<file path="src/rtl/vga_timing_pkg.sv">
// Shared timing defaults and helpers for the VGA timing generator.
package vga_timing_pkg;

  // 640x480 @ 60 Hz (25.175 MHz pixel clock) timing, in pixels / lines
  localparam int DEF_H_DISPLAY = 640;
  localparam int DEF_H_FRONT   = 16;
  localparam int DEF_H_SYNC    = 96;
  localparam int DEF_H_BACK    = 48;
  localparam int DEF_V_DISPLAY = 480;
  localparam int DEF_V_FRONT   = 10;
  localparam int DEF_V_SYNC    = 2;
  localparam int DEF_V_BACK    = 33;

  // Period of one axis: display + front porch + sync + back porch
  function automatic int axis_total(input int display, input int front,
                                    input int sync, input int back);
    return display + front + sync + back;
  endfunction

  // Smallest counter width able to hold the values 0..n-1
  function automatic int min_width(input int n);
    return (n <= 2) ? 1 : $clog2(n);
  endfunction

endpackage

</file>
<file path="src/rtl/vga_axis_counter.sv">
// One raster axis: wrapping position counter plus registered sync and
// next-state visible flag. Used once for columns and once for lines.
module vga_axis_counter
  import vga_timing_pkg::*;
#(
  parameter int DISPLAY = DEF_H_DISPLAY,
  parameter int FRONT   = DEF_H_FRONT,
  parameter int SYNC    = DEF_H_SYNC,
  parameter int BACK    = DEF_H_BACK,
  parameter bit POL     = 1'b0,
  parameter int CNT_W   = 10
) (
  input  logic             clk,
  input  logic             rst_n,
  input  logic             inc,
  output logic [CNT_W-1:0] cnt,
  output logic             wrap,
  output logic             active_next,
  output logic             sync
);

  localparam int TOTAL = axis_total(DISPLAY, FRONT, SYNC, BACK);

  // Bounds are one bit wider than the counter so a window ending exactly
  // at 2**CNT_W does not truncate to zero.
  localparam logic [CNT_W-1:0] LAST    = CNT_W'(TOTAL - 1);
  localparam logic [CNT_W:0]   DISP_E  = (CNT_W+1)'(DISPLAY);
  localparam logic [CNT_W:0]   SYNC_LO = (CNT_W+1)'(DISPLAY + FRONT);
  localparam logic [CNT_W:0]   SYNC_HI = (CNT_W+1)'(DISPLAY + FRONT + SYNC);

  logic [CNT_W-1:0] cnt_nxt;
  logic [CNT_W:0]   cnt_ext;
  logic             sync_nxt;

  // wrap marks the last position; the owner qualifies it with its advance
  assign wrap = (cnt == LAST);

  // Next-state position and the decodes derived from it, so the registered
  // sync lines up with the counter on the same edge.
  always_comb begin
    cnt_nxt = cnt;
    if (inc) cnt_nxt = wrap ? '0 : cnt + 1'b1;
    cnt_ext     = {1'b0, cnt_nxt};
    active_next = (cnt_ext < DISP_E);
    sync_nxt    = ((cnt_ext >= SYNC_LO) && (cnt_ext < SYNC_HI)) ? POL : ~POL;
  end

  // Reset parks the axis at its last back-porch position
  always_ff @(posedge clk or negedge rst_n) begin
    if (!rst_n) begin
      cnt  <= LAST;
      sync <= ~POL;
    end else begin
      cnt  <= cnt_nxt;
      sync <= sync_nxt;
    end
  end

endmodule

</file>
<file path="src/rtl/vga_timing_gen.sv">
// Parametrised VGA timing generator: pixel-rate divider, horizontal and
// vertical axis counters, registered sync / blanking / coordinates / markers.
module vga_timing_gen
  import vga_timing_pkg::*;
#(
  parameter int H_DISPLAY  = DEF_H_DISPLAY,
  parameter int H_FRONT    = DEF_H_FRONT,
  parameter int H_SYNC     = DEF_H_SYNC,
  parameter int H_BACK     = DEF_H_BACK,
  parameter int V_DISPLAY  = DEF_V_DISPLAY,
  parameter int V_FRONT    = DEF_V_FRONT,
  parameter int V_SYNC     = DEF_V_SYNC,
  parameter int V_BACK     = DEF_V_BACK,
  parameter bit H_SYNC_POL = 1'b0,
  parameter bit V_SYNC_POL = 1'b0,
  parameter int CLK_DIV    = 4,
  parameter int CNT_W      = 10
) (
  input  logic             clk,
  input  logic             rst_n,
  input  logic             enable,
  output logic             pix_tick,
  output logic             h_sync,
  output logic             v_sync,
  output logic             video_on,
  output logic [CNT_W-1:0] x_loc,
  output logic [CNT_W-1:0] y_loc,
  output logic             line_start,
  output logic             frame_start
);

  localparam int H_TOTAL = axis_total(H_DISPLAY, H_FRONT, H_SYNC, H_BACK);
  localparam int V_TOTAL = axis_total(V_DISPLAY, V_FRONT, V_SYNC, V_BACK);
  localparam int DIV_W   = (CLK_DIV > 1) ? $clog2(CLK_DIV) : 1;
  localparam logic [DIV_W-1:0] DIV_LAST = DIV_W'(CLK_DIV - 1);

  // Reject configurations the counters cannot represent
  if (CLK_DIV < 1) begin : g_bad_div
    $error("vga_timing_gen: CLK_DIV must be at least 1");
  end
  if (CNT_W < min_width(H_TOTAL)) begin : g_bad_hw
    $error("vga_timing_gen: CNT_W too narrow for H_TOTAL");
  end
  if (CNT_W < min_width(V_TOTAL)) begin : g_bad_vw
    $error("vga_timing_gen: CNT_W too narrow for V_TOTAL");
  end

  logic [DIV_W-1:0] div;
  logic             tick;
  logic             h_wrap, v_wrap;
  logic             h_act_nxt, v_act_nxt;
  logic [CNT_W-1:0] h_cnt, v_cnt;

  // Advance strobe: last system clock of the current pixel while running
  assign tick = enable && (div == DIV_LAST);

  // Pixel divider; pausing parks it at 0 so a resume waits a full pixel
  always_ff @(posedge clk or negedge rst_n) begin
    if (!rst_n)                div <= '0;
    else if (!enable || tick)  div <= '0;
    else                       div <= div + 1'b1;
  end

  vga_axis_counter #(
    .DISPLAY(H_DISPLAY), .FRONT(H_FRONT), .SYNC(H_SYNC), .BACK(H_BACK),
    .POL(H_SYNC_POL), .CNT_W(CNT_W)
  ) u_h (
    .clk(clk), .rst_n(rst_n), .inc(tick),
    .cnt(h_cnt), .wrap(h_wrap), .active_next(h_act_nxt), .sync(h_sync)
  );

  // Lines advance on the same edge the column counter wraps to 0
  vga_axis_counter #(
    .DISPLAY(V_DISPLAY), .FRONT(V_FRONT), .SYNC(V_SYNC), .BACK(V_BACK),
    .POL(V_SYNC_POL), .CNT_W(CNT_W)
  ) u_v (
    .clk(clk), .rst_n(rst_n), .inc(tick && h_wrap),
    .cnt(v_cnt), .wrap(v_wrap), .active_next(v_act_nxt), .sync(v_sync)
  );

  // Pulses and blanking registered from next state so they align with x/y
  always_ff @(posedge clk or negedge rst_n) begin
    if (!rst_n) begin
      pix_tick    <= 1'b0;
      line_start  <= 1'b0;
      frame_start <= 1'b0;
      video_on    <= 1'b0;
    end else begin
      pix_tick    <= tick;
      line_start  <= tick && h_wrap;
      frame_start <= tick && h_wrap && v_wrap;
      video_on    <= h_act_nxt && v_act_nxt;
    end
  end

  assign x_loc = h_cnt;
  assign y_loc = v_cnt;

endmodule

</file>
<file path="config.mk">
export PLATFORM = sky130hd
export DESIGN_NAME = vga_timing_gen
export DESIGN_NICKNAME = d
export VERILOG_FILES = /design/src/rtl/vga_timing_pkg.sv /design/src/rtl/vga_axis_counter.sv /design/src/rtl/vga_timing_gen.sv
export SDC_FILE = /design/constraint.sdc
export NUM_CORES = 1
export LEC_CHECK = 0
export BUFFER_PORTS_ARGS = -buffer_cell sky130_fd_sc_hd__buf_2
export CORE_UTILIZATION = 40
export DETAILED_ROUTE_END_ITERATION = 7
export GPL_ROUTABILITY_DRIVEN = 0
export PLACE_DENSITY = 0.7
export SETUP_SLACK_MARGIN = 0.02
export SLEW_MARGIN = 20
export SYNTH_ARGS = -nofsm -noshare
export SYNTH_HDL_FRONTEND = slang
export SYNTH_SLANG_ARGS = --single-unit
export TNS_END_PERCENT = 1
</file>
<file path="constraint.sdc">
create_clock -name clk -period 2.77 [get_ports clk]
set_input_delay 0.277 -clock clk [delete_from_list [all_inputs] [get_ports clk]]
set_output_delay 0.277 -clock clk [all_outputs]
set_load 0.02 [all_outputs]
</file>
# Word level (Yosys, flattened, before mapping)
# Cells that the tools add are included.
[word_totals] word_cells=36 regBits=28
[op_classes] eq_ne=3 reduce_logical=8 muxes=7 order_cmp=6 addsub=3
[op_table] op="$mux 10" n=4
[op_table] op="$add 10x1->10 const B" n=2
[op_table] op="$eq 10x10->1 const B" n=2
[op_table] op="$lt 10x10->1 const B" n=2
[op_table] op="$lt 10x9->1 const B" n=2
[op_table] op="$ge 10x10->1 const B" n=1
[op_table] op="$ge 10x9->1 const B" n=1
[op_table] op="$logic_and 1x1->1" n=6
[op_table] op="$add 2x1->2 const B" n=1
[op_table] op="$eq 2x2->1 const B" n=1
[op_table] op="$mux 1" n=2
[op_table] op="$mux 2" n=1
[op_table] op="$logic_not 1->1" n=1
[op_table] op="$logic_or 1x1->1" n=1

# Logic depth before layout (Yosys ltp)
[depth] depth_word=7 depth_mapped=9 depth_no_buf=8

# Modules after synthesis
# From an unflattened synthesis, not the netlist that was laid out.
[unflattened] hier_cells=149 hier_area_um2=1565.3
[by_module_without_submodules] module="vga_axis_counter (u_v)" area_each_um2=694.4 cells_per_inst=68 instances=1
[by_module_without_submodules] module="vga_axis_counter (u_h)" area_each_um2=656.9 cells_per_inst=68 instances=1
[by_module_without_submodules] module="vga_timing_gen" area_each_um2=214.0 cells_per_inst=13 instances=1

# Worst setup path before layout
# No wires, ideal clock.
[synth_path] path_kind="register to register" start="register u_h.cnt[0]" end="register u_v.sync" stages_incl_launch_ff=7 period_less_slack_ns=2.577 path_slack_ns=0.193 arrival_ns=2.473 path_cell_list="dfstp_2 > ha_1 > nand3_1 > or4_4 > or4_4 > a222oi_1 > o2111ai_1"
[synth_between] elab_chain_cells=6 word_cells_on_any_way=7 classes_between="order compare (2); eq/ne (1); mux (2); reduce/logical (2)"
[synth_rtl] item="start, declared" line_no="vga_axis_counter.sv:16" source="output logic [CNT_W-1:0] cnt,"
[synth_rtl] item="start signal, assigned" line_no="vga_axis_counter.sv:54" source="cnt <= cnt_nxt;"
[synth_rtl] item="$eq 10x10->1 *" line_no="vga_axis_counter.sv:36" source="assign wrap = (cnt == LAST);"
[synth_rtl] item="$logic_and 1x1->1 *" line_no="vga_timing_gen.sv:77" source=".clk(clk), .rst_n(rst_n), .inc(tick && h_wrap),"
[synth_rtl] item="$mux 10 *" line_no="vga_axis_counter.sv:42" source="if (inc) cnt_nxt = wrap ? '0 : cnt + 1'b1;"
[synth_rtl] item="$ge 10x9->1 or $lt 10x9->1 (tied branches)" line_no="vga_axis_counter.sv:45" source="sync_nxt = ((cnt_ext >= SYNC_LO) && (cnt_ext < SYNC_HI)) ? POL : ~POL;"
[synth_rtl] item="$logic_and 1x1->1 *" line_no="vga_axis_counter.sv:45"
[synth_rtl] item="$mux 1 *" line_no="vga_axis_counter.sv:45"
[synth_rtl] item="named net u_v.sync_nxt" line_no="vga_axis_counter.sv:33" source="logic sync_nxt;"
[synth_rtl] item="end signal, assigned" line_no="vga_axis_counter.sv:52" source="sync <= ~POL;"
[synth_rtl] item="end signal, assigned" line_no="vga_axis_counter.sv:55" source="sync <= sync_nxt;"
[synth_rtl] item="end, declared" line_no="vga_axis_counter.sv:19" source="output logic sync"
# Mark *: on every way through the listed nets, which the timed path passes. The rest lies on a longest branch.

# Worst setup path in the final report
# Ends and elaborated chain as after synthesis.

==> flow_summary.json <==
{
  "outcome": "finished clean",
  "clock_sink_count": 28,
  "post_synth_inst_count": 158,
  "worst-path-max-fanout": 5,
  "die-width_um": 64.0,
  "timing_hold_violations_final": 0,
  "synth_enable_flop_cells": 0,
  "cap_viol_max_count": 0,
  "final_net_count": 194,
  "power.internal_w": 0.000613,
  "grt_first_pass_wirelength_um": 5640,
  "io_pins": 29,
  "p_leak_nw": 0.828,
  "achievable-frequency_ghz": 0.388,
  "finalWorstPathRequiredPeriod_ns": 2.58,
  "finalHoldWorstSlack_ns": 0.00825,
  "critical_path_class": "register to register",
  "post_cts_resized": 0,
  "slew_headroom_pct": 59.4,
  "core-area_um2": 3690,
  "tritoncts.num_buffers": 3,
  "design.die.area_um2": 4100,
  "part_of_the_power_in_registers_pct": 57.3,
  "maxSlewViolCount": 0,
  "clkSlewWorstSetupHoldPaths_ns": 0.09,
  "start_util_pct": 41.7,
  "clk_path_buf_depth": 2,
  "critical_path_required_ns": 2.95,
  "irDropWorstVdd_uv": 368,
  "die_height_um": 64.0,
  "finalSetupViolCount": 0,
  "port-buffer-count": 28,
  "clock_tree.htree_level_count": 1,
  "power_density_nw_per_um2": 458,
  "unrepaired_setup_endpoints_after_global_routing": "false",
  "yosys.cell_types.count": 43,
  "cts_tree": "built",
  "std_cell_rows": 22,
  "synth-seq-area-share_pct": 46.5,
  "place.detailed.hpwl_um": 2500,
  "combinational_group_share_of_total_power_pct": 12.6,
  "power_switching_w": 0.000204,
  "setup_total_negative_slack_ns": 0,
  "synth-main-ff-cell": "sky130_fd_sc_hd__dfrtp_1",
  "per_cell_via_count_in_the_routed_design": 5.66,
  "syn-cell-area_um2": 1540,
  "synthArstFlopShare_pct": 100,
  "sw_frac_of_total_pct": 25.0,
  "yosysWarnings": 0,
  "tightestPinTransition_ns": 0.609,
  "antenna_cells_inserted": 0,
  "setup.worst_path.end_class": "register",
  "drt_wl_total_um": 3420,
  "drt_pre_antenna_iters": 4,
  "route.detailed.wl_per_inst_um": 14.6,
  "clock_power_share_pct": 30.0,
  "first_global_vias": 1207,
  "gr-usage-all-layers_pct": 17.7,
  "synth.ff_latch_count": 28,
  "clock-skew-final_ns": 0.00168,
  "post_synth.cell_area_avg_um2": 9.74,
  "first_iter_violations": 60,
  "vias": 1325,
  "drtAntennaViolNets": 0,
  "min-delay-path-class": "input pin to asynchronous set/reset pin",
  "synth_nets": 165,
  "worst_ep_arrival_time_ns": 2.76,
  "layout-drive-gt1-share_pct": 29.6,
  "timing.critical_path.from_type": "register",
  "finalCritPeriodShare_pct": 93.1,
  "area.growth.synth_to_final_pct": 15.9,
  "grt_max_degree": 29,
  "insertion_delay_ns": 0.26,
  "grt_remaining_overflow": 0,
  "clock-root-buffer": "sky130_fd_sc_hd__clkbuf_8",
  "route.detailed.drc": 0,
  "grt_antenna_before_repair": 0
}
## flip-flops by register name (all words and copies together) (netlist names)
signal and count:
frame_start 1, line_start 1, div 2, u_h.cnt 10
pix_tick 1, u_h.sync 1, u_v.cnt 10, u_v.sync 1
video_on 1
## cells in the final DEF (no fill, tap or decap), types with 2 or more instances in the layout
cell type / instances
sky130_fd_sc_hd__a211o_1: 2
sky130_fd_sc_hd__a21o_1: 2
sky130_fd_sc_hd__a21oi_1: 4
sky130_fd_sc_hd__a31oi_1: 3
sky130_fd_sc_hd__and2_1: 2
sky130_fd_sc_hd__and3_1: 3
sky130_fd_sc_hd__and4_1: 5
sky130_fd_sc_hd__buf_2: 28
sky130_fd_sc_hd__buf_4: 4
sky130_fd_sc_hd__clkbuf_8: 4
sky130_fd_sc_hd__dfrtp_1: 16
sky130_fd_sc_hd__dfstp_2: 12
sky130_fd_sc_hd__ha_1: 4
sky130_fd_sc_hd__inv_1: 5
sky130_fd_sc_hd__nand2_1: 20
sky130_fd_sc_hd__nand3_1: 6
sky130_fd_sc_hd__nand4_1: 4
sky130_fd_sc_hd__nand4b_1: 5
sky130_fd_sc_hd__nor2_1: 8
sky130_fd_sc_hd__nor3_1: 6
sky130_fd_sc_hd__nor3b_1: 2
sky130_fd_sc_hd__o21ai_0: 8
sky130_fd_sc_hd__o31ai_1: 2
sky130_fd_sc_hd__or2_2: 3
sky130_fd_sc_hd__or4_4: 2
sky130_fd_sc_hd__xnor2_1: 5
sky130_fd_sc_hd__xor2_1: 5
## path summary, 6_finish.rpt
check                           cells past startpoint  slack [ns]         end        from
worst max-delay path                                6        0.19    u_v.sync  u_h.cnt[0]
worst min-delay path                                1       0.008  u_v.cnt[7]       rst_n
worst max register to register                      6        0.19    u_v.sync  u_h.cnt[0]
worst min register to register                      1        0.45      div[0]      div[0]
max in group asynchronous                           1        2.36  u_v.cnt[6]       rst_n
min in group clk                                    2        0.30      div[0]      enable
## per-stage QoR
step | util, % | instances | setup slack, ns | total power, W | cell area [um2]
2_1_floorplan | - | 158 | 0.193 | 0.000531 | 1540
3_3_place_gp | 46.7 | 229 | 0.168 | 0.000564 | 1720
3_5_place_dp | 46.7 | 229 | 0.116 | 0.000571 | 1720
4_1_cts | 48.2 | 233 | 0.0997 | 0.000820 | 1780
5_1_grt | 48.4 | 234 | 0.0194 | 0.000859 | 1780
6_report | 48.4 | 234 | 0.191 | 0.000817 | 1780
## cell families after synthesis
family | share of synthesized area (%)
and+or+nand+nor | 26.8
buffers and inverters | 3.82
DFF | 46.5
AOI/OAI and AO/OA | 13.9
xor gates and xnor gates | 5.69
adders and majority gates | 3.25
## worst max-delay path: stages (launching register included)
cell and delay [ns]:
sky130_fd_sc_hd__dfstp_2 0.56, sky130_fd_sc_hd__ha_1 0.18, sky130_fd_sc_hd__nand3_1 0.12, sky130_fd_sc_hd__or4_4 0.54, sky130_fd_sc_hd__or4_4 0.50, sky130_fd_sc_hd__a222oi_1 0.42
sky130_fd_sc_hd__o2111ai_1 0.17
## cells in the mapped netlist, drive strengths merged (3+ instances only)
library cell	instances	area, um2
nor3	6	30.0
or2	4	27.5
and4	5	43.8
and3	3	18.8
buf	3	21.3
inv	5	18.8
a31oi	3	18.8
nand4	4	25.0
dfstp	12	315
o21ai	8	40.0
xnor2	5	43.8
nor2	8	30.0
nand4b	5	43.8
xor2	5	43.8
nand2	20	75.1
a21oi	4	20.0
nand3	6	30.0
or4	3	30.0
dfrtp	16	400
clkbuf	5	18.8
ha	4	50.1
## metal layers
layer / vias up / part of all wire [%] / GRT usage [%]
li1: 634 / - / -
met1: 641 / 47 / 22.7
met2: 44 / 48 / 29.4
met3: 6 / 4.0 / 2.32
met4: 0 / 1.4 / 7.95
met5: - / 0 / 0
## area by class of cell
type | count | area (um2)
fill | 368 | 1900
multi-input combinational | 117 | 764
sequential | 28 | 716
timing repair buffer | 32 | 170
tap | 48 | 60.1
clock buffer | 4 | 55.1
inverter | 5 | 18.8
## power groups by stage
| stage | sequential [W] | combinational (W) | clock [W] |
|---|---|---|---|
| 3_5_place_dp | 0.000480 | 0.0000917 | 0 |
| 4_1_cts | 0.000472 | 0.0000925 | 0.000255 |
| 2_1_floorplan | 0.000500 | 0.0000309 | 0 |
| 3_3_place_gp | 0.000475 | 0.0000888 | 0 |
| 5_1_grt | 0.000473 | 0.000113 | 0.000272 |
| 6_report | 0.000469 | 0.000103 | 0.000245 |
## timing repair
item / CTS / global route
setup endpoints to repair: 0 / 2
setup buffers: 0 / 1
hold buffers: 0 / 0
endpoints found under the hold margin: 0 / 0
(Power assumes the default switching activity.)
